**src/rtl/adder_tree_pipe_if.sv**
```systemverilog
// Stream bundle for adder_tree_pipe.
//   in_valid/in_ready/in_data/in_last : input vector stream (N_IN lanes of WIDTH bits)
//   out_valid/out_ready/out_sum/out_ovf : result stream (OUT_W-bit sum plus overflow flag)
// master: the side that produces vectors and consumes results (bench / upstream logic)
// slave : the adder tree itself
interface adder_tree_pipe_if #(
  parameter int WIDTH = 13,
  parameter int N_IN  = 8,
  parameter int OUT_W = 16
);
  logic                    in_valid;
  logic                    in_ready;
  logic [N_IN*WIDTH-1:0]   in_data;
  logic                    in_last;
  logic                    out_valid;
  logic                    out_ready;
  logic [OUT_W-1:0]        out_sum;
  logic                    out_ovf;

  modport master (
    output in_valid, in_data, in_last, out_ready,
    input  in_ready, out_valid, out_sum, out_ovf
  );

  modport slave (
    input  in_valid, in_data, in_last, out_ready,
    output in_ready, out_valid, out_sum, out_ovf
  );
endinterface

```
**src/rtl/adder_tree_pipe.sv**
```systemverilog
// Pipelined binary adder tree with optional frame accumulation.
// Ports:
//   clk  : sole clock, rising edge
//   rst  : asynchronous active-high reset
//   bus  : adder_tree_pipe_if.slave -- input vector stream and result stream
// Stage 0 registers the input vector; stages 1..LOG2N each add adjacent lane
// pairs, growing one bit per level so nothing is truncated. With ACC_EN=0 the
// last tree level is the output. With ACC_EN=1 an extra accumulator stage sums
// tree results over a frame and emits one result per in_last-marked vector.
// The whole pipe moves only when the output slot is empty or being taken.
module adder_tree_pipe #(
  parameter int WIDTH    = 13,
  parameter int N_IN     = 8,
  parameter int SIGNED   = 0,
  parameter int ACC_EN   = 0,
  parameter int ACC_BITS = 0,
  localparam int LOG2N   = $clog2(N_IN),
  localparam int SUM_W   = WIDTH + LOG2N,
  localparam int OUT_W   = WIDTH + LOG2N + ACC_BITS
) (
  input logic              clk,
  input logic              rst,
  adder_tree_pipe_if.slave bus
);

  localparam int L = LOG2N;

  // Extend a full tree sum to the output width according to SIGNED.
  function automatic logic [OUT_W-1:0] ext_out(input logic [SUM_W-1:0] d);
    logic [OUT_W-1:0] r;
    r = {OUT_W{(SIGNED != 0) && d[SUM_W-1]}};
    r[SUM_W-1:0] = d;
    return r;
  endfunction

  // Wrapping accumulator add; MSB of the result is the overflow indication
  // (carry-out when unsigned, two's complement overflow when signed).
  function automatic logic [OUT_W:0] acc_add(input logic [OUT_W-1:0] a,
                                             input logic [OUT_W-1:0] b);
    logic [OUT_W:0] s;
    logic           ov;
    s = {1'b0, a} + {1'b0, b};
    if (SIGNED != 0)
      ov = (a[OUT_W-1] == b[OUT_W-1]) && (s[OUT_W-1] != a[OUT_W-1]);
    else
      ov = s[OUT_W];
    return {ov, s[OUT_W-1:0]};
  endfunction

  logic                  advance;
  logic [L:0]            vld;
  logic [L:0]            lst;
  logic [N_IN*WIDTH-1:0] data_p0;
  logic [SUM_W-1:0]      sum_final;

  assign advance      = !bus.out_valid || bus.out_ready;
  assign bus.in_ready = advance;

  // Valid/last shift register: bit j belongs to stage j. A bubble enters as
  // vld[0]=0 whenever the pipe advances without a transfer.
  always_ff @(posedge clk or posedge rst) begin
    if (rst) begin
      vld <= '0;
      lst <= '0;
    end else if (advance) begin
      vld <= {vld[L-1:0], bus.in_valid};
      lst <= {lst[L-1:0], bus.in_valid && bus.in_last};
    end
  end

  // ---- stage 0: input register ----
  always_ff @(posedge clk) begin
    if (advance && bus.in_valid) data_p0 <= bus.in_data;
  end

  // ---- stages 1..L: tree levels ----
  for (genvar j = 1; j <= L; j++) begin : g_lvl
    localparam int PW = WIDTH + j - 1;
    localparam int LW = WIDTH + j;
    localparam int NL = N_IN >> j;

    logic [2*NL*PW-1:0] prev;
    logic [NL*LW-1:0]   nxt;
    logic [NL*LW-1:0]   sum;

    if (j == 1) begin : g_src0
      assign prev = data_p0;
    end else begin : g_srcn
      assign prev = g_lvl[j-1].sum;
    end

    always_comb begin
      logic [PW-1:0] a;
      logic [PW-1:0] b;
      nxt = '0;
      a   = '0;
      b   = '0;
      for (int k = 0; k < NL; k++) begin
        a = prev[(2*k)*PW +: PW];
        b = prev[(2*k+1)*PW +: PW];
        nxt[k*LW +: LW] = {(SIGNED != 0) && a[PW-1], a} + {(SIGNED != 0) && b[PW-1], b};
      end
    end

    // The last level doubles as the output register in per-vector mode,
    // so only there does it need a reset value.
    if (j == L && ACC_EN == 0) begin : g_rst
      always_ff @(posedge clk or posedge rst) begin
        if (rst)          sum <= '0;
        else if (advance) sum <= nxt;
      end
    end else begin : g_nrst
      always_ff @(posedge clk) begin
        if (advance) sum <= nxt;
      end
    end
  end

  assign sum_final = g_lvl[L].sum;

  if (ACC_EN == 0) begin : g_direct
    logic unused_lst;
    assign unused_lst    = lst[L];
    assign bus.out_valid = vld[L];
    assign bus.out_sum   = ext_out(sum_final);
    assign bus.out_ovf   = 1'b0;
  end else begin : g_acc
    logic [OUT_W-1:0] acc_p;
    logic             acc_ovf_p;
    logic             out_vld_p;
    logic [OUT_W-1:0] out_sum_p;
    logic             out_ovf_p;
    logic [OUT_W:0]   add;

    assign add = acc_add(acc_p, ext_out(sum_final));

    // ---- stage L+1: frame accumulator / output register ----
    // On a last-marked sum the total goes to the output and the accumulator
    // clears in the same edge, so the next vector starts a fresh frame.
    always_ff @(posedge clk or posedge rst) begin
      if (rst) begin
        acc_p     <= '0;
        acc_ovf_p <= 1'b0;
        out_vld_p <= 1'b0;
        out_sum_p <= '0;
        out_ovf_p <= 1'b0;
      end else if (advance) begin
        if (vld[L] && lst[L]) begin
          out_sum_p <= add[OUT_W-1:0];
          out_ovf_p <= acc_ovf_p | add[OUT_W];
          out_vld_p <= 1'b1;
          acc_p     <= '0;
          acc_ovf_p <= 1'b0;
        end else begin
          out_vld_p <= 1'b0;
          if (vld[L]) begin
            acc_p     <= add[OUT_W-1:0];
            acc_ovf_p <= acc_ovf_p | add[OUT_W];
          end
        end
      end
    end

    assign bus.out_valid = out_vld_p;
    assign bus.out_sum   = out_sum_p;
    assign bus.out_ovf   = out_ovf_p;
  end

endmodule

```
**src/flat_wrapper.sv**
```systemverilog
// flat-port wrapper written by rule: the top's interface ports become plain ports
module adder_tree_pipe_flat 
#(
  parameter int WIDTH    = 13,
  parameter int N_IN     = 8,
  parameter int SIGNED   = 0,
  parameter int ACC_EN   = 0,
  parameter int ACC_BITS = 0,
  localparam int LOG2N   = $clog2(N_IN),
  localparam int SUM_W   = WIDTH + LOG2N,
  localparam int OUT_W   = WIDTH + LOG2N + ACC_BITS
)
  (clk, rst, bus_in_valid, bus_in_data, bus_in_last, bus_out_ready, bus_in_ready, bus_out_valid, bus_out_sum, bus_out_ovf);
  adder_tree_pipe_if #(.WIDTH(WIDTH), .N_IN(N_IN), .OUT_W((16))) bus_i ();
  input logic clk;
  input logic rst;
  input wire logic [$bits(bus_i.in_valid)-1:0] bus_in_valid;
  input wire logic [$bits(bus_i.in_data)-1:0] bus_in_data;
  input wire logic [$bits(bus_i.in_last)-1:0] bus_in_last;
  input wire logic [$bits(bus_i.out_ready)-1:0] bus_out_ready;
  output wire logic [$bits(bus_i.in_ready)-1:0] bus_in_ready;
  output wire logic [$bits(bus_i.out_valid)-1:0] bus_out_valid;
  output wire logic [$bits(bus_i.out_sum)-1:0] bus_out_sum;
  output wire logic [$bits(bus_i.out_ovf)-1:0] bus_out_ovf;
  assign bus_i.in_valid = bus_in_valid;
  assign bus_i.in_data = bus_in_data;
  assign bus_i.in_last = bus_in_last;
  assign bus_i.out_ready = bus_out_ready;
  assign bus_in_ready = bus_i.in_ready;
  assign bus_out_valid = bus_i.out_valid;
  assign bus_out_sum = bus_i.out_sum;
  assign bus_out_ovf = bus_i.out_ovf;
  adder_tree_pipe #(.WIDTH(WIDTH), .N_IN(N_IN), .SIGNED(SIGNED), .ACC_EN(ACC_EN), .ACC_BITS(ACC_BITS)) u_core (.clk(clk), .rst(rst), .bus(bus_i));
endmodule
```
**config.mk**
```make
export PLATFORM = sky130hd
export DESIGN_NAME = adder_tree_pipe_flat
export DESIGN_NICKNAME = d
export VERILOG_FILES = /design/src/rtl/adder_tree_pipe_if.sv /design/src/rtl/adder_tree_pipe.sv /design/src/flat_wrapper.sv
export SDC_FILE = /design/constraint.sdc
export NUM_CORES = 1
export LEC_CHECK = 0
export CELL_PAD_IN_SITES_DETAIL_PLACEMENT = 1
export CELL_PAD_IN_SITES_GLOBAL_PLACEMENT = 1
export CORE_MARGIN = 2
export CORE_UTILIZATION = 40
export DETAILED_ROUTE_END_ITERATION = 16
export GPL_TIMING_DRIVEN = 0
export PLACE_DENSITY = 0.76
export SLEW_MARGIN = 25
export SYNTH_ARGS = -nofsm -noshare
export SYNTH_HDL_FRONTEND = slang
export SYNTH_SLANG_ARGS = --single-unit
```
**constraint.sdc**
```tcl
create_clock -name clk -period 7.1 [get_ports clk]
set_input_delay 1.42 -clock clk [delete_from_list [all_inputs] [get_ports clk]]
set_output_delay 1.42 -clock clk [all_outputs]
set_load 0.02 [all_outputs]
```
==> qor.txt <==
GLOBAL ROUTING
---------------------------------------------------------------------------------
First-pass GRT wire length .........................................      40.2 mm
Via count of the first global-routing pass .........................         7982
Total GRT Usage ....................................................        17.1%
Total overflow reported by the global router .......................            0
Largest net degree at the start of global routing ..................           48
Number of antenna violations at the first check in global routing ..            0

FLOORPLAN
---------------------------------------------------------------------------------
Num rows ...........................................................           60
Starting density of the core .......................................        40.9%
Chip Height ........................................................       170 µm
Core region area ...................................................   0.0270 mm²
Die W ..............................................................       170 µm
Number of top-level design ports ...................................          128
Die outline area ...................................................   0.0290 mm²

PLACE
---------------------------------------------------------------------------------
Final RePlAce weighted congestion ..................................        0.846
Number of buffer cells added on primary ports ......................          125
Area after detailed placement ......................................   0.0128 mm²
Detail Placement HPWL ..............................................      18.6 mm
Placement Setup Slack ..............................................      1760 ps

POWER AND IR DROP
---------------------------------------------------------------------------------
Power per Cell Area ................................................   449 mW/mm²
Pwr Total ..........................................................    0.00612 W
Static leakage power ...............................................      5.29 nW
Peak ir drop on the vdd network ....................................     0.198 mV

LOGIC SYNTHESIS
---------------------------------------------------------------------------------
Largest family of logic cells by synthesized area .................. compound AO/OA/AOI/OAI gates
Number of nets produced by synthesis ...............................         1098
Synthesized area ...................................................   0.0111 mm²
Share of flip-flops with an asynchronous set or reset ..............        9.52%
Synth Area in XOR/XNOR .............................................        4.19%
Synthesized area divided by synthesized cell count .................     12.5 µm²
Adder-Cell Fraction of Synth Area ..................................        12.0%
Synthesized-area fraction occupied by and/or/nand/nor cells ........        9.45%
Number of warnings printed during yosys synthesis ..................            0
Most used DFF post-synth ........................................... sky130_fd_sc_hd__edfxtp_1
Count of cell types in the netlist .................................           62
Seq/Total Area, Yosys ..............................................        56.1%
Number of standard cells after synthesis ...........................          887
EDFF count, synth ..................................................          190
Number of register bits inferred by synthesis ......................          210
Share of synthesized area spent on multiplexers ....................       0.305%
Share of the synthesized area in compound gates (AO/OA/AOI/OAI) ....        15.9%

ROUTE
---------------------------------------------------------------------------------
Average via count per standard cell ................................         5.47
Met2 WL ............................................................      11.8 mm
Highest Signal Layer ...............................................         met4
Routed wire length on met3 .........................................       763 µm
M1 wire length .....................................................      11.7 mm
Drt wl/cell ........................................................      17.7 µm
Length of the first detailed-routing pass in iterations ............            4
Number of DRC violations after detailed-routing iteration 0 ........          388
Total length of routed wires .......................................      24.8 mm
Via total after detailed routing ...................................         7673
DRC ................................................................            0
Post-DRT Antenna Nets ..............................................            0

TIMING
---------------------------------------------------------------------------------
Maximum clock skew at final layout .................................      11.9 ps
Post-Route Hold Slack ..............................................       467 ps
Post-layout minimum cycle time .....................................      5280 ps
Final count of negative-setup-slack endpoints ......................            0
Post-route worst setup slack .......................................      1820 ps
Setup repair after global routing missed its margin ................           no
Final critical-path share of the clock period ......................        74.4%
Slew at the pin closest to its max-slew limit ......................       766 ps
Max Fclk ...........................................................    0.189 GHz
Relative max-transition margin .....................................        48.9%
Hold Violations, Final .............................................            0
Final count of pins violating max slew .............................            0

FINISH
---------------------------------------------------------------------------------
Number of antenna diodes ...........................................            0
Net total in the final layout ......................................         1255
Fill count .........................................................         2818
Total area of multi-input combinational cells ......................  0.00464 mm²
Fraction of layout cells with a size suffix above 1 ................        5.27%
Area used by sequential logic in the layout ........................  0.00621 mm²
Most common library cell in the layout ignoring fill and taps ...... sky130_fd_sc_hd__edfxtp_1
Commonest cells after routing, fill and taps aside ................. sky130_fd_sc_hd__edfxtp_1 (190), sky130_fd_sc_hd__clkdlybuf4s50_1 (125), sky130_fd_sc_hd__ha_1 (95)
Finished Cell Area .................................................   0.0136 mm²
Relative area change from synthesis to final layout ................        23.1%

WORST SETUP PATH
---------------------------------------------------------------------------------
Kind of capture point of the worst setup path ......................  output port
Worst reg2reg path startpoint ...................................... u_core.g_lvl[1].sum[0]
Max FO, Critical Path ..............................................           32
Data arrival time of the worst path ................................      3860 ps
Category of the critical setup timing path ......................... primary input to output port
Worst setup path startpoint ........................................ bus_out_ready
Critical Path RT ...................................................      5680 ps
Worst Setup Start Kind ............................................. primary input

STATUS
---------------------------------------------------------------------------------
Result of the run .................................................. complete, no violations

RUN
---------------------------------------------------------------------------------
Maximum capacitance violations .....................................            0

CLOCK TREE
---------------------------------------------------------------------------------
Number of H-tree levels ............................................            1
Clock slew seen by the registers of the worst setup and hold paths .        60 ps
Clk sinks ..........................................................          210
CTS tree ...........................................................         done
Clock Latency Late Sink ............................................       530 ps
Cell chosen for the clock root ..................................... sky130_fd_sc_hd__clkbuf_16
Setup bufs post-CTS ................................................            0
Num CTS Buffers ....................................................           25
Worst-case clock buffer depth ......................................            3
Hold-fix buffers at CTS ............................................            0
Quantity of gates resized following cts ............................            0

WORST HOLD PATH
---------------------------------------------------------------------------------
Startpoint of the most critical hold path .......................... u_core.vld[2]
Worst hold-check path type ......................................... flip-flop to flip-flop

## per-stage QoR
| stage | utilization [%] | TNS, ps | cells |
|---|---|---|---|
| 4_1_cts | 50.4 | 0 | 1404 |
| 5_1_grt | 50.4 | 0 | 1404 |
| 6_report | 50.4 | 0 | 1404 |
| 3_3_place_gp | 47.2 | -1900 | 1353 |
| 2_1_floorplan | - | 0 | 887 |
| 3_5_place_dp | 47.5 | 0 | 1358 |
## Yosys cell counts (all sizes together) (4+ instances only)
library cell / n / area [µm²]
a311oi: 9 / 78.8
a221o: 4 / 40.0
a21o: 27 / 203
a21oi: 65 / 325
nand2: 52 / 195
nand3: 17 / 85.1
o22ai: 4 / 25.0
a211oi: 7 / 52.6
nand2b: 8 / 50.1
a221oi: 6 / 58.8
o211ai: 15 / 113
fa: 7 / 140
nor2: 37 / 139
o311ai: 8 / 70.1
or4: 6 / 45.0
inv: 46 / 173
o31ai: 5 / 37.5
dfrtp: 20 / 500
edfxtp: 190 / 5710
and3: 16 / 100
nor3b: 6 / 45.0
o21ai: 40 / 200
and2: 9 / 58.8
xor2: 13 / 114
nor3: 21 / 105
ha: 95 / 1190
xnor2: 40 / 350
nor2b: 13 / 81.3
o41ai: 6 / 67.6
o21bai: 8 / 60.1
and4: 4 / 35.0
a31oi: 9 / 56.3
o21a: 16 / 120
clkbuf: 11 / 41.3
a41o: 4 / 41.3
o31a: 6 / 52.6
## worst paths after layout
check                                           to  slack (ps)  depth (start not counted)
max in group asynchronous            u_core.vld[0]        5280                          2
setup / recovery                      bus_in_ready        1820                          8
hold / removal                       u_core.vld[2]         470                          2
setup reg to reg           u_core.g_lvl[2].sum[14]        4500                          7
min in group asynchronous    u_core.bus.out_sum[1]        1340                          2
hold reg to reg                      u_core.vld[2]         470                          2
## power by group
group	internal, W	total (W)	leakage (nW)	switching (W)
combinational	0.00120	0.00280	2.80	0.00160
sequential	0.00191	0.00209	2.11	0.000175
clock	0.000712	0.00122	0.387	0.000513
total	0.00382	0.00612	5.29	0.00229
## sequential cells by signal (all words and copies together) (netlist names)
name	cells
u_core.data_p0	104
u_core.g_lvl.sum	86
u_core.bus.out_sum	16
u_core.vld	4
## cell type report
cell class / instances / share of cell area (%)
buffer: 13 / 0.395
clock buffer: 35 / 5.01
clock inverter: 11 / 0.707
inverter: 46 / 1.27
multi-input combinational: 618 / 34.0
sequential: 210 / 45.5
tap: 341 / 3.13
timing repair buffer: 130 / 9.92
## metal layers
metal	GRT usage (%)	up-vias
met5	0	-
met4	4.24	0
met3	2.40	36
met2	29.5	146
met1	22.8	3736
li1	-	3755
## critical path, stage by stage
cell                              delay, ps
sky130_fd_sc_hd__clkdlybuf4s50_1        460
sky130_fd_sc_hd__nor2b_1                 50
sky130_fd_sc_hd__clkbuf_1               230
sky130_fd_sc_hd__inv_1                  120
sky130_fd_sc_hd__clkbuf_1               380
sky130_fd_sc_hd__buf_2                  310
sky130_fd_sc_hd__buf_12                 230
sky130_fd_sc_hd__clkdlybuf4s50_1        630
## cell families (layout without fill, tap and decap cells)
family | count (synthesis) | count (layout)
mux | 3 | 3
compound gates | 256 | 256
fa+ha+maj | 102 | 102
simple gates | 203 | 203
buf+inv | 59 | 235
other cells | 1 | 1
xor+xnor | 53 | 53
flops | 210 | 210
Power figures use the tool's default switching activity.
